## src/rtl/flag_register_stack.sv

```systemverilog
// Purpose: status flag register with per-bit masked load, condition-code evaluation, and a LIFO shadow stack.
// Latency: loads, pushes and pops take effect on the next rising edge; Cond_True is combinational (0 cycles).
// Backpressure: none; an illegal push/pop is dropped and raises the sticky Stk_Err.
//
// Ports:
//   Clk, Rst_n             clock (rising edge), asynchronous active-low reset
//   Flags_in, Flag_Mask    ALU flag values and per-bit load enables (qualified by FR_Ld)
//   FR_Ld, Push, Pop       load / save-to-stack / restore-from-stack commands
//   Err_Clr                clears the sticky stack error
//   Cond                   4-bit branch condition evaluated against Flags_out
//   Flags_out, Cond_True   registered flags, condition result
//   Stk_Depth/Full/Empty   stack occupancy
//   Stk_Err                sticky overflow / underflow / push+pop indicator
module flag_register_stack #(
  parameter int FLAG_W      = 4,
  parameter int STACK_DEPTH = 4,
  parameter int CNT_W       = $clog2(STACK_DEPTH + 1)
) (
  input  logic              Clk,
  input  logic              Rst_n,
  input  logic [FLAG_W-1:0] Flags_in,
  input  logic [FLAG_W-1:0] Flag_Mask,
  input  logic              FR_Ld,
  input  logic              Push,
  input  logic              Pop,
  input  logic              Err_Clr,
  input  logic [3:0]        Cond,
  output logic [FLAG_W-1:0] Flags_out,
  output logic              Cond_True,
  output logic [CNT_W-1:0]  Stk_Depth,
  output logic              Stk_Full,
  output logic              Stk_Empty,
  output logic              Stk_Err
);

  // Index width for the stack array; a single-entry stack still needs one bit.
  localparam int IDX_W = (STACK_DEPTH > 1) ? $clog2(STACK_DEPTH) : 1;

  logic [FLAG_W-1:0] flags_q, flags_d;
  logic [CNT_W-1:0]  depth_q, depth_d;
  logic              err_q, err_d;
  logic [FLAG_W-1:0] stack_q [STACK_DEPTH];

  logic              full, empty;
  logic              do_push, do_pop, stk_err_evt;
  logic [CNT_W-1:0]  rd_cnt;
  logic [IDX_W-1:0]  wr_idx, rd_idx;

  assign full   = (depth_q == CNT_W'(STACK_DEPTH));
  assign empty  = (depth_q == '0);
  assign rd_cnt = depth_q - CNT_W'(1);
  assign wr_idx = depth_q[IDX_W-1:0];
  assign rd_idx = rd_cnt[IDX_W-1:0];

  always_comb begin
    do_push     = Push & ~Pop & ~full;
    do_pop      = Pop & ~Push & ~empty;
    // Any push/pop that cannot be honoured is an error, including both at once.
    stk_err_evt = (Push & Pop) | (Push & ~Pop & full) | (Pop & ~Push & empty);

    // A successful pop overrides a same-cycle load; a rejected pop does not.
    flags_d = flags_q;
    if (do_pop) begin
      flags_d = stack_q[rd_idx];
    end else if (FR_Ld) begin
      flags_d = (flags_q & ~Flag_Mask) | (Flags_in & Flag_Mask);
    end

    depth_d = depth_q;
    if (do_push) begin
      depth_d = depth_q + CNT_W'(1);
    end else if (do_pop) begin
      depth_d = rd_cnt;
    end

    // A new error beats a same-cycle clear.
    err_d = err_q;
    if (stk_err_evt) begin
      err_d = 1'b1;
    end else if (Err_Clr) begin
      err_d = 1'b0;
    end
  end

  always_ff @(posedge Clk or negedge Rst_n) begin
    if (!Rst_n) begin
      flags_q <= '0;
      depth_q <= '0;
      err_q   <= 1'b0;
    end else begin
      flags_q <= flags_d;
      depth_q <= depth_d;
      err_q   <= err_d;
    end
  end

  // Stack storage is not reset: entries above the depth pointer are never read.
  always_ff @(posedge Clk) begin
    if (do_push) begin
      stack_q[wr_idx] <= flags_q;
    end
  end

  // Condition evaluation uses only the NZCV bits.
  logic f_n, f_z, f_c, f_v;
  assign f_n = flags_q[3];
  assign f_z = flags_q[2];
  assign f_c = flags_q[1];
  assign f_v = flags_q[0];

  always_comb begin
    Cond_True = 1'b0;
    case (Cond)
      4'h0: Cond_True = f_z;
      4'h1: Cond_True = ~f_z;
      4'h2: Cond_True = f_c;
      4'h3: Cond_True = ~f_c;
      4'h4: Cond_True = f_n;
      4'h5: Cond_True = ~f_n;
      4'h6: Cond_True = f_v;
      4'h7: Cond_True = ~f_v;
      4'h8: Cond_True = f_c & ~f_z;
      4'h9: Cond_True = ~f_c | f_z;
      4'hA: Cond_True = (f_n == f_v);
      4'hB: Cond_True = (f_n != f_v);
      4'hC: Cond_True = ~f_z & (f_n == f_v);
      4'hD: Cond_True = f_z | (f_n != f_v);
      4'hE: Cond_True = 1'b1;
      default: Cond_True = 1'b0;
    endcase
  end

  assign Flags_out = flags_q;
  assign Stk_Depth = depth_q;
  assign Stk_Full  = full;
  assign Stk_Empty = empty;
  assign Stk_Err   = err_q;

endmodule

```

## config.mk

```make
export PLATFORM = sky130hd
export DESIGN_NAME = flag_register_stack
export DESIGN_NICKNAME = d
export VERILOG_FILES = /design/src/rtl/flag_register_stack.sv
export SDC_FILE = /design/constraint.sdc
export NUM_CORES = 1
export LEC_CHECK = 0
export BUFFER_PORTS_ARGS = -buffer_cell sky130_fd_sc_hd__buf_4
export CORE_MARGIN = 2
export CORE_UTILIZATION = 52
export DETAILED_ROUTE_END_ITERATION = 8
export GPL_TIMING_DRIVEN = 0
export PLACE_DENSITY = 0.84
export REMOVE_ABC_BUFFERS = 1
export SLEW_MARGIN = 20
export SYNTH_ARGS = -nofsm -noshare
export SYNTH_HDL_FRONTEND = slang
export SYNTH_SLANG_ARGS = --single-unit
```

## constraint.sdc

```tcl
create_clock -name Clk -period 2.1 [get_ports Clk]
set_input_delay 0.105 -clock Clk [delete_from_list [all_inputs] [get_ports Clk]]
set_output_delay 0.105 -clock Clk [all_outputs]
set_load 0.005 [all_outputs]
```

==> results by group <==
Status
  – Outcome: finished, final reports clean

Detailed routing
  – Post-Route WL: between 2000 and 3000 µm
  – Total vias in the final route: ~890
  – Routed WL per cell: 17.0 µm
  – Vias per cell: 5.69
  – DR pass1 iterations: 4
  – Routed Antenna Nets: 0
  – Drt drc: 0
  – Iter 0 DRT Violations: 28

Placement
  – Final GP Congestion: 0.779
  – DP Wirelength: between 1500 and 2000 µm
  – Placed cell area: about 1500 µm²
  – I/O Buffers: 28

Global route
  – Largest net degree at the start of global routing: 15
  – First-pass GRT wire length: 4080 µm
  – Gr usage total: 0.213
  – Vias in the first global route: 829
  – Grt ovf: 0
  – Initial antenna violation count: 0

Power and ir drop
  – Peak VDD IR: 681 µV
  – Comb power frac: 0.424
  – Clock share of power: 0.167
  – Net load switching power: 0.000666 W
  – Power per Cell Area: 1260 nW/µm²
  – Sw frac: 0.336
  – Leak: 0.658 nW
  – Internal Dissipation: between 0.001 and 0.0015 W
  – Sequential power share: 0.409
  – Total design power: about 0.0020 W

Setup path
  – Crit end category: flip-flop
  – CP max stage cell: dfrtp_1
  – Critical path peak fanout: 8
  – Worst path most repeated cell: and2_1
  – Slowest Stage Delay on Critical Path: 0.43 ns
  – Arrival time worst endpoint: 1.95 ns
  – Crit path from: Stk_Depth[1]
  – Req. time, crit path: ~2.1 ns
  – Worst path cell trace: inv_1, ha_1, and2_1, nor3b_4, and2_1
  – Critical Path Start Type: flip-flop
  – RR Startpoint: Stk_Depth[1]
  – Crit Path Class: flip-flop to flip-flop

Synth
  – Yosys warnings: 0
  – Post-synthesis mux area share: 0.128
  – Seq cells post-synth: 24
  – Avg Cell Area, Syn: ~13 µm²
  – Register area share after synthesis: 0.538
  – Post-synth EDFFs: 16
  – Xor/xnor share of the synthesized area: 0.0346
  – Compound-gate portion of the synthesized area: 0.0811
  – Adder-Cell Fraction of Synth Area: 0.0495
  – Simple-gate share of the synthesized area: 0.137
  – Ys flop type: edfxtp_1
  – Synthesized area: 1260 µm²
  – Asr flop ratio synth: 0.333
  – Gate Count Post-Synth: 97
  – Largest family of logic cells by synthesized area: simple AND/OR/NAND/NOR gates
  – Distinct cell type count after synthesis: 32

Die
  – Number of cell rows: 17
  – Die ar.: 2840 µm²
  – Die Wd: 53.3 µm
  – Die Y: 53.3 µm
  – Num ports: 29
  – Core area: 2250 µm²
  – Initial core utilization: 0.561

Hold path
  – HP Start: Push
  – Min-Delay Path Class: input pin to flip-flop

Clocking
  – CTS root buf: clkbuf_4
  – Clock Path Buffers: 2
  – CTS tree: built
  – H-Tree Level Count: 1
  – Cts bufs inserted: 3
  – Reg clk slew, reported paths: 0.13 ns
  – # clock sinks: 24
  – Worst skew pair latency: 0.31 ns

Layout
  – Post-route cell area: 1570 µm²
  – Commonest cells after routing, fill and taps aside: 30 x buf_4, 16 x edfxtp_1, 11 x nand2_1
  – # diodes: 0
  – Nets: 152
  – Share of layout cells above drive strength 1: 0.359
  – Final Util: 0.697
  – Most common cell after layout, fill and taps aside: buf_4
  – P&R area growth vs syn: 24.2%

Timing
  – Final Skew: 0.00188 ns
  – Slew headroom: 0.681
  – Final setup vio count: 0
  – Fin. Hold Viols: 0
  – Slew @ Worst Pin: 0.478 ns
  – Crit path time final: 1.93 ns
  – FMAX: 0.518 GHz
  – RSZ-0062 raised after global routing: false
  – Slew Limit Fails: 0
  – Period Utilization, post-route: 0.919
  – Fin Hold WS: approximately 0.059 ns

Job
  – Max Cap Violations: 0
[critical path: cells and delay by family (launching register included)]
family	cells	cell delay (ns)
buffers and inverters	1	0.12
adders and majority gates	1	0.23
DFF	1	0.43
and+or+nand+nor	3	0.86
[per-stage QoR]
stage / std cells / worst slack [ns] / setup TNS, ns
6_report: 156 / 0.170 / 0
5_1_grt: 156 / 0.0768 / 0
4_1_cts: 154 / 0.0631 / 0
3_5_place_dp: 149 / -0.171 / -1.60
3_3_place_gp: 149 / -0.130 / -0.469
2_1_floorplan: 93 / 0.204 / 0
[power groups by stage]
stage	combinational, W	clock (W)	sequential, W
6_report	0.000842	0.000332	0.000812
5_1_grt	0.000911	0.000353	0.000829
4_1_cts	0.000775	0.000336	0.000842
3_5_place_dp	0.000762	0	0.000850
3_3_place_gp	0.000740	0	0.000839
2_1_floorplan	0.000468	0	0.000806
[cells by family (layout without fill, tap and decap cells)]
| group | after synthesis | in the layout |
|---|---|---|
| buffers and inverters | 8 | 39 |
| XOR/XNOR | 5 | 5 |
| AND/OR/NAND/NOR | 29 | 29 |
| AO/OA/AOI/OAI | 15 | 15 |
| multiplexers | 11 | 11 |
| adder cells (fa/ha/maj) | 5 | 5 |
| flip-flops | 24 | 24 |
[final timing paths]
check,depth (start not counted),endpoint,slack (ns)
max,5,stack_q[0][2],0.17
min,3,Stk_Err,0.06
max reg2reg,5,stack_q[0][2],0.17
min reg2reg,1,Stk_Depth[2],0.53
max in group asynchronous,2,Stk_Depth[0],1.82
min in group asynchronous,2,Stk_Depth[0],0.14
[synth_stat cells, types with 2 or more instances]
master | count | area (µm²)
mux2i_1 | 6 | 60.1
and2_1 | 5 | 31.3
edfxtp_1 | 16 | 480
o21ai_0 | 6 | 30.0
dfrtp_1 | 8 | 200
nor2_1 | 3 | 11.3
mux4_2 | 4 | 90.1
ha_1 | 5 | 62.6
xnor2_1 | 5 | 43.8
inv_1 | 4 | 15.0
nand2_1 | 11 | 41.3
buf_2 | 2 | 10.0
nor2b_1 | 3 | 18.8
[layer usage]
metal | GRT usage | part of all wire
met5 | 0 | 0
met4 | 0.103 | 0.022
met3 | 0.0198 | 0.040
met2 | 0.360 | 0.52
met1 | 0.272 | 0.41
[final cells by class]
type | instances | area, µm²
Clock inverter | 1 | 30.0
Tap cell | 28 | 35.0
Fill cell | 169 | 683
Inverter | 4 | 15.0
Multi-Input combinational cell | 65 | 552
Sequential cell | 24 | 682
Clock buffer | 3 | 22.5
Timing Repair Buffer | 31 | 235
[repair_timing]
action	in CTS	in global routing
setup buffers	0	2
hold buffers	1	0
resized for setup	2	1
gates cloned	0	0
endpoints found under the hold margin	8	0
setup endpoints to repair	23	17
No activity file was read; power rests on OpenSTA's default activity.
